$ cat config.mk
export PLATFORM = sky130hd
export DESIGN_NAME = proc_out_buf_flat
export DESIGN_NICKNAME = d
export VERILOG_FILES = /design/src/rtl/proc_out_buf_pkg.sv /design/src/rtl/proc_out_buf_if.sv /design/src/rtl/proc_out_buf_sync_fifo.sv /design/src/rtl/proc_out_buf.sv /design/src/flat_wrapper.sv
export SDC_FILE = /design/constraint.sdc
export NUM_CORES = 1
export LEC_CHECK = 0
export BUFFER_PORTS_ARGS = -buffer_cell sky130_fd_sc_hd__buf_4
export CAP_MARGIN = 20
export CORE_UTILIZATION = 45
export DETAILED_ROUTE_END_ITERATION = 7
export GPL_ROUTABILITY_DRIVEN = 0
export SETUP_SLACK_MARGIN = 0.2
export SLEW_MARGIN = 20
export SYNTH_ARGS = -nofsm -noshare
export SYNTH_HDL_FRONTEND = slang
export SYNTH_SLANG_ARGS = --single-unit
$ cat constraint.sdc
create_clock -name clk -period 7.25 [get_ports clk]
set_clock_uncertainty 0.2 [all_clocks]
set_input_delay 1.8125 -clock clk [delete_from_list [all_inputs] [get_ports clk]]
set_output_delay 1.8125 -clock clk [all_outputs]
set_load 0.02 [all_outputs]
$ cat src/rtl/proc_out_buf_pkg.sv
// rtl/proc_out_buf_pkg.sv - shared defaults and level-width helper for processor I/O buffers
package proc_out_buf_pkg;

  localparam int NUBITS_DEF = 32;
  localparam int DEPTH_DEF  = 8;

  // Level counters must hold 0..depth inclusive, hence one bit beyond the pointer width.
  function automatic int level_width(input int depth);
    return $clog2(depth) + 1;
  endfunction

endpackage

$ cat src/rtl/proc_out_buf_if.sv
// rtl/proc_out_buf_if.sv - processor write side and per-channel consumer handshake bundle
interface proc_out_buf_if
  import proc_out_buf_pkg::*;
#(
  parameter int NUBITS = NUBITS_DEF,
  parameter int NUIOOU = 2,
  parameter int DEPTH  = DEPTH_DEF
);
  localparam int LW = level_width(DEPTH);

  logic signed [NUBITS-1:0]        io_out;
  logic        [NUIOOU-1:0]        out_en;
  logic        [NUIOOU*NUBITS-1:0] m_data;
  logic        [NUIOOU-1:0]        m_valid;
  logic        [NUIOOU-1:0]        m_ready;
  logic        [NUIOOU-1:0]        full;
  logic        [NUIOOU*LW-1:0]     level;
  logic        [NUIOOU-1:0]        ovf;

  // master: processor plus downstream consumers; slave: the buffer itself
  modport master (
    output io_out, out_en, m_ready,
    input  m_data, m_valid, full, level, ovf
  );

  modport slave (
    input  io_out, out_en, m_ready,
    output m_data, m_valid, full, level, ovf
  );

endinterface

$ cat src/rtl/proc_out_buf_sync_fifo.sv
// rtl/proc_out_buf_sync_fifo.sv - single-clock FWFT FIFO with level count and sticky drop flag
module sync_fifo
  import proc_out_buf_pkg::*;
#(
  parameter  int WIDTH = NUBITS_DEF,
  parameter  int DEPTH = DEPTH_DEF,
  localparam int LW    = level_width(DEPTH),
  localparam int AW    = $clog2(DEPTH)
) (
  input  logic             clk,
  input  logic             rst_n,
  input  logic             wr_req,
  input  logic [WIDTH-1:0] din,
  input  logic             rd_req,
  output logic [WIDTH-1:0] dout,
  output logic [LW-1:0]    level,
  output logic             full,
  output logic             empty,
  output logic             ovf
);

  logic [WIDTH-1:0] mem_q [DEPTH];
  logic [AW-1:0]    wr_ptr_q, wr_ptr_d;
  logic [AW-1:0]    rd_ptr_q, rd_ptr_d;
  logic [LW-1:0]    level_q, level_d;
  logic             ovf_q, ovf_d;
  logic             push, pop;

  assign empty = (level_q == '0);
  assign full  = (level_q == LW'(DEPTH));
  assign level = level_q;
  assign ovf   = ovf_q;
  assign dout  = empty ? '0 : mem_q[rd_ptr_q];

  always_comb begin
    pop      = rd_req & ~empty;
    // A pop in the same cycle frees the slot, so a full FIFO can still accept.
    push     = wr_req & (~full | pop);
    wr_ptr_d = wr_ptr_q;
    rd_ptr_d = rd_ptr_q;
    level_d  = level_q;
    ovf_d    = ovf_q;
    if (push) wr_ptr_d = wr_ptr_q + AW'(1);
    if (pop)  rd_ptr_d = rd_ptr_q + AW'(1);
    case ({push, pop})
      2'b10:   level_d = level_q + LW'(1);
      2'b01:   level_d = level_q - LW'(1);
      default: level_d = level_q;
    endcase
    if (wr_req && !push) ovf_d = 1'b1;
  end

  always_ff @(posedge clk or negedge rst_n) begin
    if (!rst_n) begin
      wr_ptr_q <= '0;
      rd_ptr_q <= '0;
      level_q  <= '0;
      ovf_q    <= 1'b0;
    end else begin
      wr_ptr_q <= wr_ptr_d;
      rd_ptr_q <= rd_ptr_d;
      level_q  <= level_d;
      ovf_q    <= ovf_d;
    end
  end

  always_ff @(posedge clk) begin
    if (push) mem_q[wr_ptr_q] <= din;
  end

endmodule

$ cat src/rtl/proc_out_buf.sv
// rtl/proc_out_buf.sv - per-channel output FIFOs capturing processor io_out on one-hot out_en
module proc_out_buf
  import proc_out_buf_pkg::*;
#(
  parameter int NUBITS = NUBITS_DEF,
  parameter int NUIOOU = 2,
  parameter int DEPTH  = DEPTH_DEF
) (
  input  logic          clk,
  input  logic          rst,
  proc_out_buf_if.slave bus
);

  localparam int LW = level_width(DEPTH);

  logic [NUIOOU-1:0] empty;

  assign bus.m_valid = ~empty;

  for (genvar k = 0; k < NUIOOU; k++) begin : g_ch
    sync_fifo #(
      .WIDTH (NUBITS),
      .DEPTH (DEPTH)
    ) u_fifo (
      .clk    (clk),
      .rst_n  (rst),
      .wr_req (bus.out_en[k]),
      .din    (bus.io_out),
      .rd_req (bus.m_ready[k]),
      .dout   (bus.m_data[k*NUBITS +: NUBITS]),
      .level  (bus.level[k*LW +: LW]),
      .full   (bus.full[k]),
      .empty  (empty[k]),
      .ovf    (bus.ovf[k])
    );
  end

endmodule

$ cat src/flat_wrapper.sv
// flat-port wrapper written by rule: the top's interface ports become plain ports
module proc_out_buf_flat import proc_out_buf_pkg::*;
#(
  parameter int NUBITS = NUBITS_DEF,
  parameter int NUIOOU = 2,
  parameter int DEPTH  = DEPTH_DEF
)
  (clk, rst, bus_io_out, bus_out_en, bus_m_ready, bus_m_data, bus_m_valid, bus_full, bus_level, bus_ovf);
  proc_out_buf_if #(.NUBITS(NUBITS), .NUIOOU(NUIOOU), .DEPTH(DEPTH)) bus_i ();
  input  logic clk;
  input  logic rst;
  input wire logic [$bits(bus_i.io_out)-1:0] bus_io_out;
  input wire logic [$bits(bus_i.out_en)-1:0] bus_out_en;
  input wire logic [$bits(bus_i.m_ready)-1:0] bus_m_ready;
  output wire logic [$bits(bus_i.m_data)-1:0] bus_m_data;
  output wire logic [$bits(bus_i.m_valid)-1:0] bus_m_valid;
  output wire logic [$bits(bus_i.full)-1:0] bus_full;
  output wire logic [$bits(bus_i.level)-1:0] bus_level;
  output wire logic [$bits(bus_i.ovf)-1:0] bus_ovf;
  assign bus_i.io_out = bus_io_out;
  assign bus_i.out_en = bus_out_en;
  assign bus_i.m_ready = bus_m_ready;
  assign bus_m_data = bus_i.m_data;
  assign bus_m_valid = bus_i.m_valid;
  assign bus_full = bus_i.full;
  assign bus_level = bus_i.level;
  assign bus_ovf = bus_i.ovf;
  proc_out_buf #(.NUBITS(NUBITS), .NUIOOU(NUIOOU), .DEPTH(DEPTH)) u_core (.clk(clk), .rst(rst), .bus(bus_i));
endmodule
==> impl.org, run 1 <==
** Status
- The run finished with clean final reports.

** Clock network
- Clock latency on the worst-skew pair :: 0.59 ns
- Bufs on Longest Clock Path :: 3
- Once the clock tree was built, the setup fixing pass inserted 0 buffers.
- The H-tree was split into 2 levels.
- Hold bufs inserted after CTS :: 0
- Number of buffers added by the clock tree synthesis step :: 54
- CTS placed an instance of clkbuf_16 at the clock tree root.
- TritonCTS built the clock tree.
- Cells resized by post-CTS repair :: 0
- Clock net sink count :: 534
- Clock slew at the register clock pins of the worst setup and hold paths :: 0.06 ns

** STA
- Final period demand of the worst path :: 5.13 ns
- After routing, the total negative slack on setup checks comes to 0 ns.
- Remaining max-slew budget at the tightest pin :: a little under two fifths
- For the pin with the worst max-slew slack, the measured transition is 0.945 ns.
- Static timing analysis puts the maximum clock frequency at between 0.15 and 0.2 GHz.
- Setup-violating endpoint count in the final report :: 0
- The total count of hold-check failures in the final report came to 0.
- Of the available clock period, the critical path in the final layout requires between 70% and 80%.
- RSZ-0062 raised after global routing :: false
- Max Slew Vio Count :: 0
- Final critical-path setup slack :: 2.12 ns

** GRT
- Entering global routing, the biggest net connects 47 pins.
- Total congestion overflow :: 0
- Vias in the first global route :: 9,991
- Global-route wire length before repair :: ~64,000 um
- Global routing used 18.6% of the available tracks.
- Initial antenna violation count :: 0

** Die
- Num ports :: roughly 120
- The floorplan step set the die width to 217 um.
- Die Area :: 47,300 um2
- Count of standard-cell rows :: 78
- In this run the standard cell core region covers between 40,000 and 50,000 um2.
- Once the floorplan was initialized, standard cells occupied 45.8% of the core.
- Vertical die dimension :: 217 um

** Power
- Dividing total power by cell area gives a power density of 426 nW/um2.
- The internal power of the cells totals 6.94 mW.
- Summed over all nets, the switching power comes to ~3.3 mW.
- The share of total power dissipated in combinational logic is 34.0%.
- IR analysis of the VDD net gives a maximum drop of approximately 0.24 mV.
- In this run switching power makes up around a third of total power.
- Of the total power, the clock network draws 25.1%.
- Flop pwr share :: 40.9%
- Leakage power :: approximately 8.1 nW

** Setup path
- Worst stage delay on the critical path :: 0.99 ns
- Path depth of the worst reg2reg path :: 10
- Worst path buffer plus inverter count :: 2
- WP data arrival :: around 3.1 ns
- The cell that appears most often on the critical path is buf_4.
- Critical path capture point type :: primary output
- Endpoint required time on the critical path :: 5.24 ns
- Cells along the critical path :: buf_4 -> mux4_2 -> mux2i_1 -> nor2_1 -> buf_4
- Top fanout value on the critical path :: between 40 and 50
- CP Capture Point :: bus_m_data[53]
- In this run the critical register-to-register path is captured at u_core.g_ch[0].u_fifo.level[3].
- Origin of the critical flop-to-flop path :: u_core.g_ch[0].u_fifo.level[2]
- Family with the most delay on the worst path :: flip-flops
- For flop-to-flop paths, the worst setup slack is 3.90 ns.
- Crit-path slowest cell :: dfrtp_4
- Crit Path Category :: register to primary output
- Element type at the critical path start :: register
- In this run the worst setup path begins at u_core.g_ch[1].u_fifo.rd_ptr_q[0].
- Crit. path cell count :: 5

** Placement
- Quantity of I/O buffers inserted on ports :: around 120
- The wire-length estimate of the detail-placed layout is 22,900 um.
- OpenSTA, run right after detailed placement, puts the worst setup slack at 2.56 ns.

** Route
- Initial DRC Count :: 679
- After detailed routing, the average wire length per cell comes to 24.3 um.
- Once detail routing completed, the nets flagged for antenna violations numbered 0.
- First-pass iteration count of the detailed router :: 4
- The final route contains 9,620 vias.
- Vias per cell :: ~5.5
- The routed design has 42,400 um of wire.
- For this run, design rule violations remaining after detail routing come to 0.

** Final layout
- The net count of the finished layout is 1,154.
- Most common library cell in the layout ignoring fill and taps :: edfxtp_1
- The repair_antennas step left the layout with diodes totalling 0.
- Post-synthesis to final-layout area growth :: 15.5%
- Of the cells placed in the final design, the portion with a size suffix greater than 1 is about a third.
- Commonest cells after routing, fill and taps aside :: edfxtp_1, buf_4, mux4_2

** Yosys
- For this run, the number of Yosys warnings is 0.
- Post-Synthesis Cell Area :: 20,900 um2
- Dividing the synthesized area by the synthesized cell count gives 21.7 um2.
- In this run, distinct cell masters in the synthesized netlist total 37.
- Register area share after synthesis :: 76.2%
- Cells after synthesis :: 962
- In this run, synthesis produced a sequential element count of 534.
- The number of nets in the synthesized netlist is 1,010.

** Run
- Across the run, the number of max-cap violations was 0.

** Min path
- Hold Path Cell Cnt :: 1
- Worst min-delay path category :: register to register
-- worst register-to-register path, delay by kind of cell, from the launching register on --
kind | cells | cell delay [ns]
buffers and inverters | 2 | 0.55
muxes | 1 | 0.35
adders and majority gates | 1 | 0.32
and+or+nand+nor | 5 | 1.31
DFF | 1 | 0.41
AOI/OAI and AO/OA | 1 | 0.16
-- power groups by stage --
stage | combinational (mW) | clock, mW | sequential, mW
2_1_floorplan | 2.48 | 0 | 4.07
3_3_place_gp | 3.55 | 0 | 4.26
3_5_place_dp | 3.58 | 0 | 4.28
4_1_cts | 3.59 | 2.65 | 4.22
5_1_grt | 3.76 | 2.75 | 4.26
6_report | 3.49 | 2.58 | 4.20
-- cells by family (layout without fill, tap and decap cells) --
logic type	count (synthesis)	in the layout	share of synthesized area, %
fa+ha+maj	10	10	0.671
flops	534	534	76.2
mux	203	203	17.5
xor+xnor	13	13	0.545
compound gates	15	15	0.748
simple gates	123	123	2.54
buf+inv	64	251	1.78
-- area by class of cell --
cell class,instances,area (um2)
clock inverters,30,233
repair buffers,140,1050
flip-flops and latches,534,15900
fillers,3541,21400
multi-input cells,364,4710
well taps,600,751
inverters,12,45.0
clock buffers,69,1410
-- flip-flops by register name, summed over array words and instances, names as in the netlist --
signal,count
u_core.g_ch.u_fifo.level,8
u_core.g_ch.u_fifo.mem_q,512
u_core.g_ch.u_fifo.rd_ptr_q,6
u_core.g_ch.u_fifo.ovf,2
u_core.g_ch.u_fifo.wr_ptr_q,6
-- cells in the mapped netlist --
master | n | area [um2]
mux4_2 | 128 | 2880
xnor2_1 | 10 | 87.6
or3_1 | 4 | 25.0
nor2_1 | 78 | 293
o21a_1 | 3 | 22.5
nor3_1 | 4 | 20.0
buf_6 | 8 | 90.1
a211o_2 | 1 | 10.0
buf_4 | 10 | 75.1
a211o_1 | 1 | 8.76
o21ai_0 | 1 | 5.00
xor2_1 | 3 | 26.3
a31oi_4 | 2 | 42.5
ha_1 | 8 | 100
nand2b_1 | 8 | 50.1
dfrtp_1 | 22 | 551
a21oi_1 | 2 | 10.0
nand2_2 | 1 | 6.26
inv_2 | 2 | 7.51
clkbuf_1 | 6 | 22.5
a31o_2 | 2 | 17.5
mux2_1 | 2 | 22.5
mux2_2 | 4 | 45.0
edfxtp_1 | 512 | 15400
o21a_4 | 1 | 15.0
nor2_4 | 2 | 22.5
mux2_4 | 3 | 45.0
o22ai_2 | 2 | 25.0
inv_1 | 10 | 37.5
fa_1 | 2 | 40.0
nand3_1 | 6 | 30.0
nand4_1 | 2 | 12.5
or2_2 | 2 | 12.5
mux2i_1 | 66 | 661
clkbuf_2 | 2 | 10.0
nand2_1 | 16 | 60.1
buf_2 | 26 | 130
-- per-stage QoR --
step	hold WS (ns)	instances	power (mW)	instance area (um2)	util [%]
2_1_floorplan	0.243	962	6.55	20900	-
3_3_place_gp	0.253	1650	7.81	22500	49.4
3_5_place_dp	0.261	1650	7.85	22500	49.4
4_1_cts	0.275	1749	10.5	24100	53.0
5_1_grt	0.297	1749	10.8	24100	53.0
6_report	0.274	1749	10.3	24100	53.0
-- worst min path at each step --
stage                              start                        end  slack [ns]
2_1_floorplan  u_core.g_ch[0].u_fifo.ovf  u_core.g_ch[0].u_fifo.ovf        0.24
4_1_cts        u_core.g_ch[1].u_fifo.ovf  u_core.g_ch[1].u_fifo.ovf        0.28
3_5_place_dp   u_core.g_ch[1].u_fifo.ovf  u_core.g_ch[1].u_fifo.ovf        0.26
3_3_place_gp   u_core.g_ch[1].u_fifo.ovf  u_core.g_ch[1].u_fifo.ovf        0.25
5_1_grt        u_core.g_ch[1].u_fifo.ovf  u_core.g_ch[1].u_fifo.ovf        0.30
6_report       u_core.g_ch[1].u_fifo.ovf  u_core.g_ch[1].u_fifo.ovf        0.27
-- layer usage --
metal | vias up | track usage [%] | routed length (um)
met1 | 5136 | 26.7 | 19200
li1 | 4204 | - | -
met4 | 0 | 5.47 | 781
met2 | 224 | 29.7 | 20700
met5 | - | 0 | 0
met3 | 56 | 2.64 | 1760
(Power assumes the default switching activity.)
==> inputs of run 2 (changes only) <==
==> constraint.sdc (replaced) <==
create_clock -name clk -period 4.3 [get_ports clk]
set_clock_uncertainty 0.2 [all_clocks]
set_input_delay 1.075 -clock clk [delete_from_list [all_inputs] [get_ports clk]]
set_output_delay 1.075 -clock clk [all_outputs]
set_load 0.02 [all_outputs]
==> run 2 against run 1 <==
  * Final cell count up 0.86%
  * Non-clock buffer count up 13
  * Critical path type unchanged
  * Sequential cell count unchanged
  * Count of clock-buffer cells in the layout down 5
  * Total power up 75%
  * Routed wire length up 5.3%
  * Critical path depth unchanged
  * Critical endpoint is now bus_m_data[63]
  * Sequential share of layout area down 1.1 points
==> impl.org, run 2 (same netlist as run 1, synthesis figures left out) <==
** GRT
- GRT Overall Usage :: 19.6% (+1.0 points)
- Pin count of the biggest net entering global routing :: 51 (+8.5%)
- Global-route wire length before repair :: 67,100 um (+4.6%)
- Total congestion overflow :: 0 (unchanged)
- The number of global-route vias before repair is 10,300 (+3.2%).
- The number of antenna violations at the first check in global routing is 0 (unchanged).

** STA
- Final Hold Slack :: 0.165 ns (-0.109 ns)
- Final sum of negative setup slack :: 0 ns (unchanged)
- Final period util :: 92.5%
- The number of failing setup endpoints in the final timing report came to 0 (unchanged).
- Setup repair after global routing left no endpoint under its margin.
- After layout, the minimum clock period comes to 3.98 ns.
- The number of pins exceeding their max-slew limit in the final report came to 0 (unchanged).
- Maximum operating frequency :: between 0.2 and 0.3 GHz
- The worst max-slew margin expressed relative to the limit was 48.8% (+12 points).
- The total count of hold-check failures in the final report was 0 (unchanged).
- Transition time at the pin with the least slew margin :: 0.768 ns (-0.176 ns)

** Placement
- The post-DP HPWL came to 23,900 um (+4.1%).
- Quantity of I/O buffers inserted on ports :: 115 (unchanged)

** Power
- Ratio of total power to cell area :: 735 nW/um2 (+73%)
- The switching part of the total came to 32.6% (+0.14 points).
- Flop pwr share :: 38.9% (-2.0 points)
- Leakage power :: 8.31 nW (+2.3%)
- The clock share of power is 26.3% (+1.2 points).
- The power spent charging and discharging nets is 5.88 mW (+76%).
- Internal power summed over all cells :: 12.1 mW (+75%)
- The proportion of power drawn by combinational gates came to 34.8% (+0.8 points).
- The peak ir drop on the vdd network came to 0.426 mV (+78%).

** Setup path
- WP data arrival :: 2.70 ns (-0.42 ns)
- Among the stages of the critical path, the cell type that occurs most often is buf_4.
- For this design, the slowest cell found on the critical path is dfrtp_2.
- Family with the most delay on the worst path :: flip-flops
- The data required time at the worst endpoint came to 3.02 ns (-2.22 ns).
- The critical path is of the register to primary output type.
- Cells along the critical path :: buf_4 -> mux4_2 -> mux2i_1 -> nor2_1 -> buf_4
- Top fanout value on the critical path :: 28 (-39%)
- STA classifies the critical path startpoint as a register.
- Critical path capture point type :: primary output
- The buffers plus inverters on the worst setup path came to 2 (unchanged).
- Worst stage delay on the critical path :: 0.87 ns (-0.12 ns)

** Clock network
- The buffer levels on the longest clock path came to 3 (unchanged).
- Number of buffers added by the clock tree synthesis step :: 54 (unchanged)
- The number of clock sinks seen by CTS is 534 (unchanged).
- Clock slew at the register clock pins of the worst setup and hold paths :: 0.06 ns (about the same)
- The H-tree depth was 2 (unchanged).
- CTS tree :: built
- Cell chosen for the clock root :: clkbuf_16
- The source-to-sink clock delay at the later pin of the worst-skew pair was 0.60 ns (about the same).
- The total of cells resized after clock tree synthesis was 0 (unchanged).

** Die
- The initial core utilization was 45.8% (unchanged).
- The height of the die came to 217 um (unchanged).
- Count of standard-cell rows :: 78 (unchanged)
- Die span in x :: 217 um (unchanged)
- Num ports :: 116 (unchanged)
- Core area :: 45,600 um2 (unchanged)
- Die Area :: 47,300 um2 (unchanged)

** Route
- Final WL :: 44,700 um (+5.3%)
- The count of TritonRoute iterations in the first routing pass was 4 (unchanged).
- Residual DRC count :: 0 (unchanged)
- Via total after detailed routing :: 9,778 (+1.6%)
- The routed wire length per instance came to 25.3 um (+4.4%).
- The via density per instance was 5.54 (+0.78%).
- Initial DRC Count :: 833 (+23%)
- Antenna-violating nets left :: 0 (unchanged)

** Final layout
- Leaving out fill and tap cells, the most frequent cell in the layout is edfxtp_1.
- Post-synthesis to final-layout area growth :: 17.4%
- The number of antenna repair diodes is 0 (unchanged).
- Post-layout net count :: 1,167 (+1.1%)
- Number of flip-flops under the largest register name :: 512 (unchanged)
- Register with the most flip-flops :: u_core.g_ch.u_fifo.mem_q
- Commonest cells after routing, fill and taps aside :: edfxtp_1, buf_4, mux4_2
- The fraction of layout instances using a drive strength above 1 is 35.0% (+1.5 points).

** Run
- Reported max-cap violation count :: 0 (unchanged)

** Status
- The run finished with clean final reports.

** Min path
- The worst hold path belongs to the class primary input to async pin.
==> run 2: cell count changes in the layout (fill, tap and decap cells not counted), sizes merged <==
| cell | previous run | this run |
|---|---|---|
| bufinv | 3 | 7 |
| buf | 140 | 153 |
| clkinvlp | 1 | 2 |
| clkinv | 24 | 26 |
| clkbuf | 69 | 64 |
==> run 2: cell type report <==
type                            count  area, um2
Fill cell                        3507      21000
Sequential cell                   534      15900
Multi-Input combinational cell    364       4730
Clock buffer                       64       1410
Timing Repair Buffer              153       1270
Tap cell                          600        751
Clock inverter                     37        387
Inverter                           12       45.0
==> run 2: worst register-to-register path, cell delays in order, from the launching register on <==
cell     delay (ns)
dfrtp_1        0.41
or3_1          0.56
nor2_4         0.42
or3_1          0.22
inv_1          0.07
ha_1           0.31
or2_2          0.30
a21oi_1        0.17
mux2_2         0.35
nand3_1        0.06
==> run 2: path summary, 6_finish.rpt <==
check                                             startpoint                                 to  slack, ns  cells past startpoint
max                        u_core.g_ch[1].u_fifo.rd_ptr_q[1]                     bus_m_data[63]       0.32                      5
max in group asynchronous                                rst  u_core.g_ch[0].u_fifo.rd_ptr_q[0]       3.45                      1
min in group clk                   u_core.g_ch[0].u_fifo.ovf          u_core.g_ch[0].u_fifo.ovf       0.27                      1
max reg2reg                   u_core.g_ch[1].u_fifo.level[0]     u_core.g_ch[1].u_fifo.level[3]       1.17                      9
min reg2reg                        u_core.g_ch[0].u_fifo.ovf          u_core.g_ch[0].u_fifo.ovf       0.27                      1
min                                                      rst     u_core.g_ch[1].u_fifo.level[1]       0.16                      1
==> run 2: metrics by stage <==
stage,setup slack [ns],instances,area [um2],utilization (%),power (mW)
4_1_cts,0.262,1762,24500,53.7,18.3
5_1_grt,0.203,1764,24500,53.8,18.9
3_5_place_dp,0.812,1657,22600,49.7,13.4
3_3_place_gp,0.800,1657,22600,49.7,13.4
2_1_floorplan,0.599,962,20900,-,11.0
6_report,0.325,1764,24500,53.8,18.0
==> run 2: metal layers <==
metal  share of wire [%]  GRT usage (%)
met4                 1.4           4.23
met5                   0              0
met1                  44           28.2
met2                  49           31.3
met3                 5.4           3.61
==> run 2: power by group through the flow <==
stage,clock network (mW),registers [mW],logic [mW]
finish,4.74,7.02,6.27
CTS,4.85,7.03,6.38
floorplan,0,6.86,4.19
global placement,0,7.18,6.20
global route,5.05,7.10,6.72
detailed placement,0,7.20,6.22
==> run 2: repair_timing <==
item	4_1_cts	5_1_grt
setup buffers	4	2
pin swaps	0	1
hold buffers	0	0
setup endpoints to repair	5	5
==> inputs of run 3 (changes only) <==
--- a/config.mk
+++ b/config.mk
@@ -7,11 +7,14 @@
 export LEC_CHECK = 0
 export BUFFER_PORTS_ARGS = -buffer_cell sky130_fd_sc_hd__buf_4
 export CAP_MARGIN = 20
+export CELL_PAD_IN_SITES_DETAIL_PLACEMENT = 1
+export CELL_PAD_IN_SITES_GLOBAL_PLACEMENT = 1
 export CORE_UTILIZATION = 45
 export DETAILED_ROUTE_END_ITERATION = 7
 export GPL_ROUTABILITY_DRIVEN = 0
+export PLACE_DENSITY_LB_ADDON = 0.1
 export SETUP_SLACK_MARGIN = 0.2
-export SLEW_MARGIN = 20
+export SLEW_MARGIN = 10
 export SYNTH_ARGS = -nofsm -noshare
 export SYNTH_HDL_FRONTEND = slang
 export SYNTH_SLANG_ARGS = --single-unit
==> run 3 against run 2 <==
  * Via count fell by 0.13%
  * Worst setup slack better by 0.021 ns
  * Utilization down 0.20 points
  * Largest cell class unchanged
==> impl.org, run 3 (same netlist as run 1, synthesis figures left out) <==
** Power
- The clock share of power is 24.7% (-1.6 points).
- The internal cell power came to 11.9 mW (-1.9%).
- The peak ir drop on the vdd network is 0.420 mV (-1.4%).
- Leakage power :: 8.27 nW (-0.52%)
- The proportion of power drawn by combinational gates came to 35.7% (+0.9 points).
- The power spent charging and discharging nets came to 5.83 mW (-0.72%).
- The sequential group share of total power was 39.6% (+0.7 points).
- Switching part of the total power :: 32.9% (+0.25 points)
- Ratio of total power to cell area :: 726 nW/um2 (-1.1%)

** Final layout
- More flip-flops sit in one register than any other, and that register is u_core.g_ch.u_fifo.mem_q.
- The fraction of layout instances using a drive strength above 1 came to 34.2% (-0.72 points).
- Total inserted antenna cells :: 0 (unchanged)
- The flip-flop and latch area came to 15,900 um2 (unchanged).
- In the layout the commonest cells are edfxtp_1, buf_4, mux4_2.
- Leaving out fill and tap cells, the most frequent cell in the layout is edfxtp_1.
- The flip-flop count of the largest register after layout is 512 (unchanged).
- Number of filler cells placed in the layout :: 3,978 (+13%)
- Area of the multi-input gates :: 4730 um2 (unchanged)
- Compared with the post-synthesis result, the final layout area differs by 17.0%.
- Post-layout net count :: 1,174 (+0.60%)

** Route
- The count of unresolved DRC violations after routing was 0 (unchanged).
- The via count is 9,765 (-0.13%).
- The routed wire length per instance came to 26.3 um (+3.9%).
- The routed wire length was 46,500 um (+4.0%).
- The number of violations reported at the end of detailed-routing iteration 0 is 634 (-24%).
- First-pass iteration count of the detailed router :: 5 (+1)
- The via density per instance came to 5.53 (-0.19%).
- Antenna-violating nets left :: 0 (unchanged)

** GRT
- Met3 demand-to-capacity share in global routing :: 3.71% (+0.098 points)
- The number of global-route vias before repair came to 10,600 (+3.0%).
- The global routing stage identified its most utilized layer as met2.
- Met2 Resource Use GR :: 33.6% (+2.3 points)
- The number of antenna violations at the first check in global routing is 0 (unchanged).
- Total congestion overflow :: 0 (unchanged)
- GRT Overall Usage :: 20.4% (+0.80 points)
- Pin count of the biggest net entering global routing :: 43 (-16%)
- The met1 usage was 28.2% (-0.045 points).
- Global-route wire length before repair :: 69,400 um (+3.4%)

** Setup path
- WP data arrival :: 2.68 ns (-0.02 ns)
- In this run the critical register-to-register path is launched from u_core.g_ch[1].u_fifo.level[0].
- Path depth of the worst reg2reg path :: 11 (+2)
- Worst reg2reg path endpoint :: u_core.g_ch[1].u_fifo.level[3]
- Element type at the critical path start :: register
- Crit Path Category :: register to primary output
- The top fanout value on the critical path came to 21 (-25%).
- Critical path capture point type :: primary output
- Reg-to-reg setup timing slack :: 1.11 ns (-0.06 ns)
- Endpoint required time on the critical path :: 3.02 ns (about the same)
- Launching element of the worst setup path :: u_core.g_ch[1].u_fifo.rd_ptr_q[0]
- CP Capture Point :: bus_m_data[43]

** Die
- The height of the die is 217 um (unchanged).
- The row count came to 78 (unchanged).
- Initial Util :: 45.8% (unchanged)
- Die Area :: 47,300 um2 (unchanged)
- The floorplan core area is 45,600 um2 (unchanged).
- Num ports :: 116 (unchanged)
- Die span in x :: 217 um (unchanged)

** Clock network
- Clock net sink count :: 534 (unchanged)
- The clock edge transition at the registers on the reported setup and hold paths is 0.06 ns (about the same).
- Deepest level of the CTS H-tree :: 2 (unchanged)
- The number of buffers added by the clock tree synthesis step was 54 (unchanged).
- CTS tree :: built
- The source-to-sink clock delay at the later pin of the worst-skew pair came to 0.58 ns (-0.02 ns).
- Cell chosen for the clock root :: clkbuf_16
- Bufs on Longest Clock Path :: 3 (unchanged)
- The total of cells resized after clock tree synthesis came to 0 (unchanged).

** Run
- Reported max-cap violation count :: 0 (unchanged)

** STA
- The setup slack of the critical path after layout came to 0.345 ns (+0.0206 ns).
- Final period demand of the worst path :: 3.95 ns (-0.0206 ns)
- The number of pins exceeding their max-slew limit in the final report is 0 (unchanged).
- Remaining max-slew budget at the tightest pin :: 51.2% (+2.4 points)
- The sum of negative setup slack came to 0 ns (unchanged).
- Final hold vios :: 0 (unchanged)
- The top achievable clock speed was 0.253 GHz (+0.52%).
- Setup-violating endpoint count in the final report :: 0 (unchanged)
- Final period util :: 92.0% (-0.48 points)
- The measured slew at the worst slew-check pin was 0.732 ns (-0.0367 ns).
- RSZ-0062 raised after global routing :: false

** Placement
- Post-detailed-placement half-perimeter wirelength :: 27,000 um (+13%)
- Quantity of I/O buffers inserted on ports :: 115 (unchanged)
- The worst slack at placement is 0.789 ns (-0.0237 ns).

** Min path
- Worst min-delay path category :: primary input to async pin

** Status
- Result of the run :: completed
==> run 3: changes by cell type in the layout (fill, tap and decap cells not counted), moves of 2 or more <==
| cell | previous run | this run |
|---|---|---|
| clkinv_8 | 2 | 0 |
| buf_12 | 8 | 12 |
| buf_4 | 144 | 148 |
| clkbuf_1 | 9 | 15 |
| clkinv_2 | 13 | 7 |
| bufinv_16 | 7 | 3 |
| clkinv_1 | 10 | 13 |
==> run 3: worst min-delay path by stage <==
stage                                   start                                 to  slack [ns]
global placement    u_core.g_ch[0].u_fifo.ovf          u_core.g_ch[0].u_fifo.ovf        0.26
finish                                    rst          u_core.g_ch[1].u_fifo.ovf        0.18
detailed placement  u_core.g_ch[0].u_fifo.ovf          u_core.g_ch[0].u_fifo.ovf        0.26
floorplan           u_core.g_ch[0].u_fifo.ovf          u_core.g_ch[0].u_fifo.ovf        0.24
CTS                                       rst  u_core.g_ch[0].u_fifo.wr_ptr_q[1]        0.17
global route                              rst  u_core.g_ch[0].u_fifo.wr_ptr_q[1]        0.18
==> run 3: metrics by stage <==
stage          area [um2]  power [mW]  instances  hold slack (ns)  util, %
3_3_place_gp        22800        13.5       1666            0.258     49.9
3_5_place_dp        22800        13.6       1666            0.259     49.9
4_1_cts             24400        18.0       1764            0.169     53.6
2_1_floorplan       20900        11.0        962            0.243        -
5_1_grt             24400        18.6       1765            0.177     53.6
6_report            24400        17.8       1765            0.183     53.6
==> run 3: worst max-delay path: stages, from the launching register on <==
cell,delay (ns)
dfrtp_4,0.74
buf_12,0.24
mux4_2,0.51
mux2i_1,0.31
nor2_1,0.09
buf_4,0.17
==> run 3: final cells by class <==
cell class                      count  share of cell area, %
Sequential cell                   534                   65.2
Clock buffer                       70                   5.86
Timing Repair Buffer              160                   5.53
Inverter                           12                  0.184
Multi-Input combinational cell    364                   19.4
Clock inverter                     25                  0.778
Tap cell                          600                   3.07
==> run 3: power by group through the flow <==
stage / Sequential, mW / Clock, mW / Combinational, mW
3_3_place_gp: 7.15 / 0 / 6.33
5_1_grt: 7.12 / 4.68 / 6.79
3_5_place_dp: 7.18 / 0 / 6.37
6_report: 7.03 / 4.39 / 6.34
4_1_cts: 7.05 / 4.49 / 6.48
2_1_floorplan: 6.86 / 0 / 4.19
==> run 3: repair_timing <==
action                                  CTS  global route
hold buffers                              0             0
hold endpoints to repair                  0             0
endpoints found under the setup margin   19             5
buffers inserted                          3             1
pin swaps                                 1             1
==> run 3: layer usage <==
metal / part of all wire [%] / up-vias
li1: - / 4247
met3: 4.2 / 63
met2: 49 / 195
met1: 45 / 5260
met5: 0 / -
met4: 1.8 / 0
